<file path="src/rtl/serial_sub_pkg.sv">
// Shared constants and types for the bit-serial subtractor family.
package serial_sub_pkg;

    localparam int unsigned WIDTH_DEFAULT = 8;
    localparam int unsigned CNT_W         = $clog2(WIDTH_DEFAULT);

    typedef enum logic [0:0] {
        IDLE = 1'b0,
        RUN  = 1'b1
    } state_t;

endpackage

</file>
<file path="src/rtl/full_sub1.sv">
// One-bit full subtractor: d = a - b - bin, bout is the borrow out.
module full_sub1 (
    input  logic a,
    input  logic b,
    input  logic bin,
    output logic d,
    output logic bout
);

    always_comb begin
        d    = a ^ b ^ bin;
        bout = (~a & b) | (~(a ^ b) & bin);
    end

endmodule

</file>
<file path="src/rtl/serial_sub8.sv">
// Bit-serial A - B - Bin, LSB first, one bit per clock, start/busy/done handshake.
module serial_sub8
    import serial_sub_pkg::*;
#(
    parameter int unsigned WIDTH = WIDTH_DEFAULT
) (
    input  logic             clk,
    input  logic             reset,
    input  logic             start,
    input  logic [WIDTH-1:0] A,
    input  logic [WIDTH-1:0] B,
    input  logic             Bin,
    output logic             busy,
    output logic             done,
    output logic [WIDTH-1:0] diff,
    output logic             Bout
);

    localparam int unsigned CW = $clog2(WIDTH);

    state_t           state_q, state_d;
    logic [WIDTH-1:0] a_q, a_d;
    logic [WIDTH-1:0] b_q, b_d;
    logic [WIDTH-1:0] res_q, res_d;
    logic [WIDTH-1:0] diff_q, diff_d;
    logic [CW-1:0]    cnt_q, cnt_d;
    logic             br_q, br_d;
    logic             bout_q, bout_d;
    logic             done_q, done_d;

    logic             cell_d;
    logic             cell_bout;

    full_sub1 u_cell (
        .a    (a_q[0]),
        .b    (b_q[0]),
        .bin  (br_q),
        .d    (cell_d),
        .bout (cell_bout)
    );

    always_comb begin
        state_d = state_q;
        a_d     = a_q;
        b_d     = b_q;
        res_d   = res_q;
        diff_d  = diff_q;
        cnt_d   = cnt_q;
        br_d    = br_q;
        bout_d  = bout_q;
        done_d  = 1'b0;

        case (state_q)
            IDLE: begin
                if (start) begin
                    a_d     = A;
                    b_d     = B;
                    br_d    = Bin;
                    cnt_d   = '0;
                    state_d = RUN;
                end
            end
            RUN: begin
                res_d = {cell_d, res_q[WIDTH-1:1]};
                a_d   = a_q >> 1;
                b_d   = b_q >> 1;
                br_d  = cell_bout;
                cnt_d = cnt_q + CW'(1);
                // Last bit: publish the completed result directly from res_d.
                if (cnt_q == CW'(WIDTH - 1)) begin
                    diff_d  = res_d;
                    bout_d  = cell_bout;
                    done_d  = 1'b1;
                    state_d = IDLE;
                end
            end
            default: state_d = IDLE;
        endcase
    end

    always_ff @(posedge clk or posedge reset) begin
        if (reset) begin
            state_q <= IDLE;
            a_q     <= '0;
            b_q     <= '0;
            res_q   <= '0;
            diff_q  <= '0;
            cnt_q   <= '0;
            br_q    <= 1'b0;
            bout_q  <= 1'b0;
            done_q  <= 1'b0;
        end else begin
            state_q <= state_d;
            a_q     <= a_d;
            b_q     <= b_d;
            res_q   <= res_d;
            diff_q  <= diff_d;
            cnt_q   <= cnt_d;
            br_q    <= br_d;
            bout_q  <= bout_d;
            done_q  <= done_d;
        end
    end

    assign busy = (state_q == RUN);
    assign done = done_q;
    assign diff = diff_q;
    assign Bout = bout_q;

endmodule

</file>
<file path="config.mk">
export PLATFORM = sky130hd
export DESIGN_NAME = serial_sub8
export DESIGN_NICKNAME = d
export VERILOG_FILES = /design/src/rtl/serial_sub_pkg.sv /design/src/rtl/full_sub1.sv /design/src/rtl/serial_sub8.sv
export SDC_FILE = /design/constraint.sdc
export NUM_CORES = 1
export LEC_CHECK = 0
export CAP_MARGIN = 20
export CELL_PAD_IN_SITES_DETAIL_PLACEMENT = 1
export CELL_PAD_IN_SITES_GLOBAL_PLACEMENT = 2
export CORE_UTILIZATION = 37
export DETAILED_ROUTE_END_ITERATION = 7
export PLACE_DENSITY = 0.9
export SETUP_SLACK_MARGIN = 0.05
export SLEW_MARGIN = 15
export SYNTH_ARGS = -nofsm -noshare
export SYNTH_HDL_FRONTEND = slang
export SYNTH_HIERARCHICAL = 1
export SYNTH_SLANG_ARGS = --single-unit
</file>
<file path="constraint.sdc">
create_clock -name clk -period 2.3 [get_ports clk]
set_clock_uncertainty 0.2 [all_clocks]
set_input_delay 0.46 -clock clk [delete_from_list [all_inputs] [get_ports clk]]
set_output_delay 0.46 -clock clk [all_outputs]
set_load 0.01 [all_outputs]
</file>
==> impl_results.md <==
* Cell family with most CP delay: buffers and inverters
* Die Y at approximately 69 µm
* Final Non-Filler Cells at between 200 and 250
* Post-route ant nets at 0
* Antenna diode count at 0
* Core box area at roughly 0.0044 mm²
* GPL Wtd Cong at between 0.6 and 0.7
* CTS resizes at 0
* Post-Syn Area at 0.001685 mm²
* Reg2reg end: diff[5]
* Top Metal Used: met4
* Warnings, synthesis at 6
* Crit Reg-Reg Startpoint: cnt_q[0]
* CP max stage cell: clkdlybuf4s50_1
* CTS buffer count at 5
* Setup violators final at 0
* Clock Sinks at 38
* EDFF count, synth at 0
* Worst slew pin tran at between 0.4 and 0.5 ns
* Std cell rows at 24
* Hold Crit Depth at 2
* Max Cap Viol at 0
* Clock Path Buffers at 2
* Largest cells by area after synthesis: dfrtp_1, mux2i_1, mux2_4
* Worst path max stage delay at between 0.5 and 0.6 ns
* WL final at 2943 µm
* Gate Count Post-Synth at approximately 130
* Worst setup EP type: output pin
* Pwr dens at approximately 1300 mW/mm²
* CTS hold repair buffers at 0
* Io pins at 31
* M1 WL at 1270 µm
* R2R cell count at 4
* Post-synthesis register bit count at 38
* Main synth FF type: dfrtp_1
* CP cell instances: clkdlybuf4s50_1
* DR WL met2 at about 1500 µm
* Die X at about 69 µm
* Setup TNS at 0 ns
* Final Max Slew Viols at 0
* Clock Latency Late Sink at between 0.2 and 0.3 ns
* Vias in the first global route at about 1,100
* Worst Setup EP: diff[5]
* Clock Root Buffer: clkbuf_8
* WP data arrival at approximately 1.2 ns
* Final Util at 0.4793
* Vias at between 1,000 and 1,500
* Initial antenna violation count at 0
* Register area share after synthesis at 0.5642
* Average cell area after synthesis at around 13 µm²
* Drt pass-1 iters at 3
* Largest net degree at the start of global routing at 48
* CP max FO at 2
* Metal3 WL at roughly 160 µm
* Net Count, Synth at approximately 150
* Synth top area share at 0.5642
* Final min period at around 1.9 ns
* Peak Freq at 537.6 MHz
* Status: finished, final reports clean
* Pleak at roughly 0.99 nW
* H-tree depth at 2
* Global-route wire length before repair at around 5400 µm
* Port bufs at 30
* Bufs and invs on worst path at 1
* Cell with the most instances after synthesis: dfrtp_1
* Post-route setup slack at roughly 0.44 ns
* Crit. path cell count at 1
* Area Overhead vs Synth at 23.83%
* Crit. Startpoint: diff[5]
* Post-DR wirelength/cell at around 14 µm
* Commonest cells post-synth: dfrtp_1, mux2i_1, nand2_1, o21ai_0, mux2_4
* Max IR drop VDD at roughly 0.44 mV
* Postcts setup bufs at 0
* Startpoint types: flip-flop
* Share of cells above drive strength 1 at 0.1667
* Pre-CTS setup slack at around 0.36 ns
* Iter 0 DRT Violations at 42
* Unrepaired setup endpoints after global routing: false
* Cell taking the most area after synthesis: dfrtp_1
* Worst hold margin at between 0.2 and 0.3 ns
* Via density per instance at between 4 and 5
* Post-route clock period utilization at 0.8088
* Drt drc at 0
* CTS tree: done
* R2r setup slk at 0.64 ns
* Placed cell count at about 210
* Asr flop ratio synth at 1.000
* Die ar. at around 0.0048 mm²
* Hold/Removal Path Class: flip-flop to flip-flop
* Yosys cell types at 17
* Slew HR at 0.6799
* GR Util All Layers at 0.1431
* GRT Residual Overflow at 0
* Nets@finish at approximately 190
* Initial Util at 0.3871
* Final hold vios at 0
* HPWL Detailed at ~2100 µm
* Setup CP Type: flip-flop to output pin
* Clock transition at path regs at about 0.070 ns
* WP data required at between 1.5 and 2 ns
==> cells by family after synthesis <==
family,after synthesis,share of synthesized area
AOI/OAI and AO/OA,17,0.05048
DFF,38,0.5642
muxes,35,0.2428
buffers and inverters,13,0.05048
adders and majority gates,3,0.02672
and+or+nand+nor,23,0.06533
==> flip-flops by register name (all words and copies together), names as in the netlist <==
| name | cells |
|---|---|
| Bout | 1 |
| a_q | 8 |
| b_q | 8 |
| br_q | 1 |
| busy | 1 |
| cnt_q | 3 |
| diff | 8 |
| done | 1 |
| res_q | 7 |
==> cell usage in the layout (no fill, tap or decap), types with 2 or more instances in the layout <==
cell type,Yosys,routed
o21ai_0,17,17
nor2_1,2,2
ha_1,2,2
mux2_4,10,10
clkbuf_8,0,5
mux2i_1,18,18
mux2_2,7,7
nand2_1,17,17
clkbuf_1,1,2
clkdlybuf4s50_1,0,30
inv_1,6,6
dfrtp_1,38,38
nand2b_1,2,2
buf_4,0,3
==> worst min-delay path by stage <==
stage,slack [ns],start,end
2_1_floorplan,0.25,a_q[1],a_q[0]
3_3_place_gp,0.26,a_q[2],a_q[1]
3_5_place_dp,0.28,b_q[4],b_q[3]
4_1_cts,0.29,b_q[4],b_q[3]
5_1_grt,0.30,b_q[7],b_q[6]
6_report,0.28,b_q[4],b_q[3]
==> cell type report <==
cell class,instances,area [µm²]
Tap cell,52,65.06
Sequential cell,38,950.9
Fill cell,453,2267
Timing Repair Buffer,33,322.8
Clock buffer,7,76.32
Inverter,6,22.52
Multi-Input combinational cell,78,649.4
==> routing by layer <==
metal,GRT usage,vias up
met3,0.04360,5
met4,0.06122,0
li1,-,495
met5,0,-
met1,0.1784,515
met2,0.2298,30
==> metrics by stage <==
| stage | power [W] | cell area [µm²] |
|---|---|---|
| 2_1_floorplan | 0.001892 | 1685 |
| 3_3_place_gp | 0.002155 | 2011 |
| 3_5_place_dp | 0.002249 | 2011 |
| 4_1_cts | 0.002679 | 2087 |
| 5_1_grt | 0.002846 | 2087 |
| 6_report | 0.002631 | 2087 |
==> where the power goes <==
group	internal (W)	switching, W
sequential	0.000972	0.000180
clock	0.000208	0.000211
combinational	0.000611	0.000448
No activity file was read; power rests on OpenSTA's default activity.
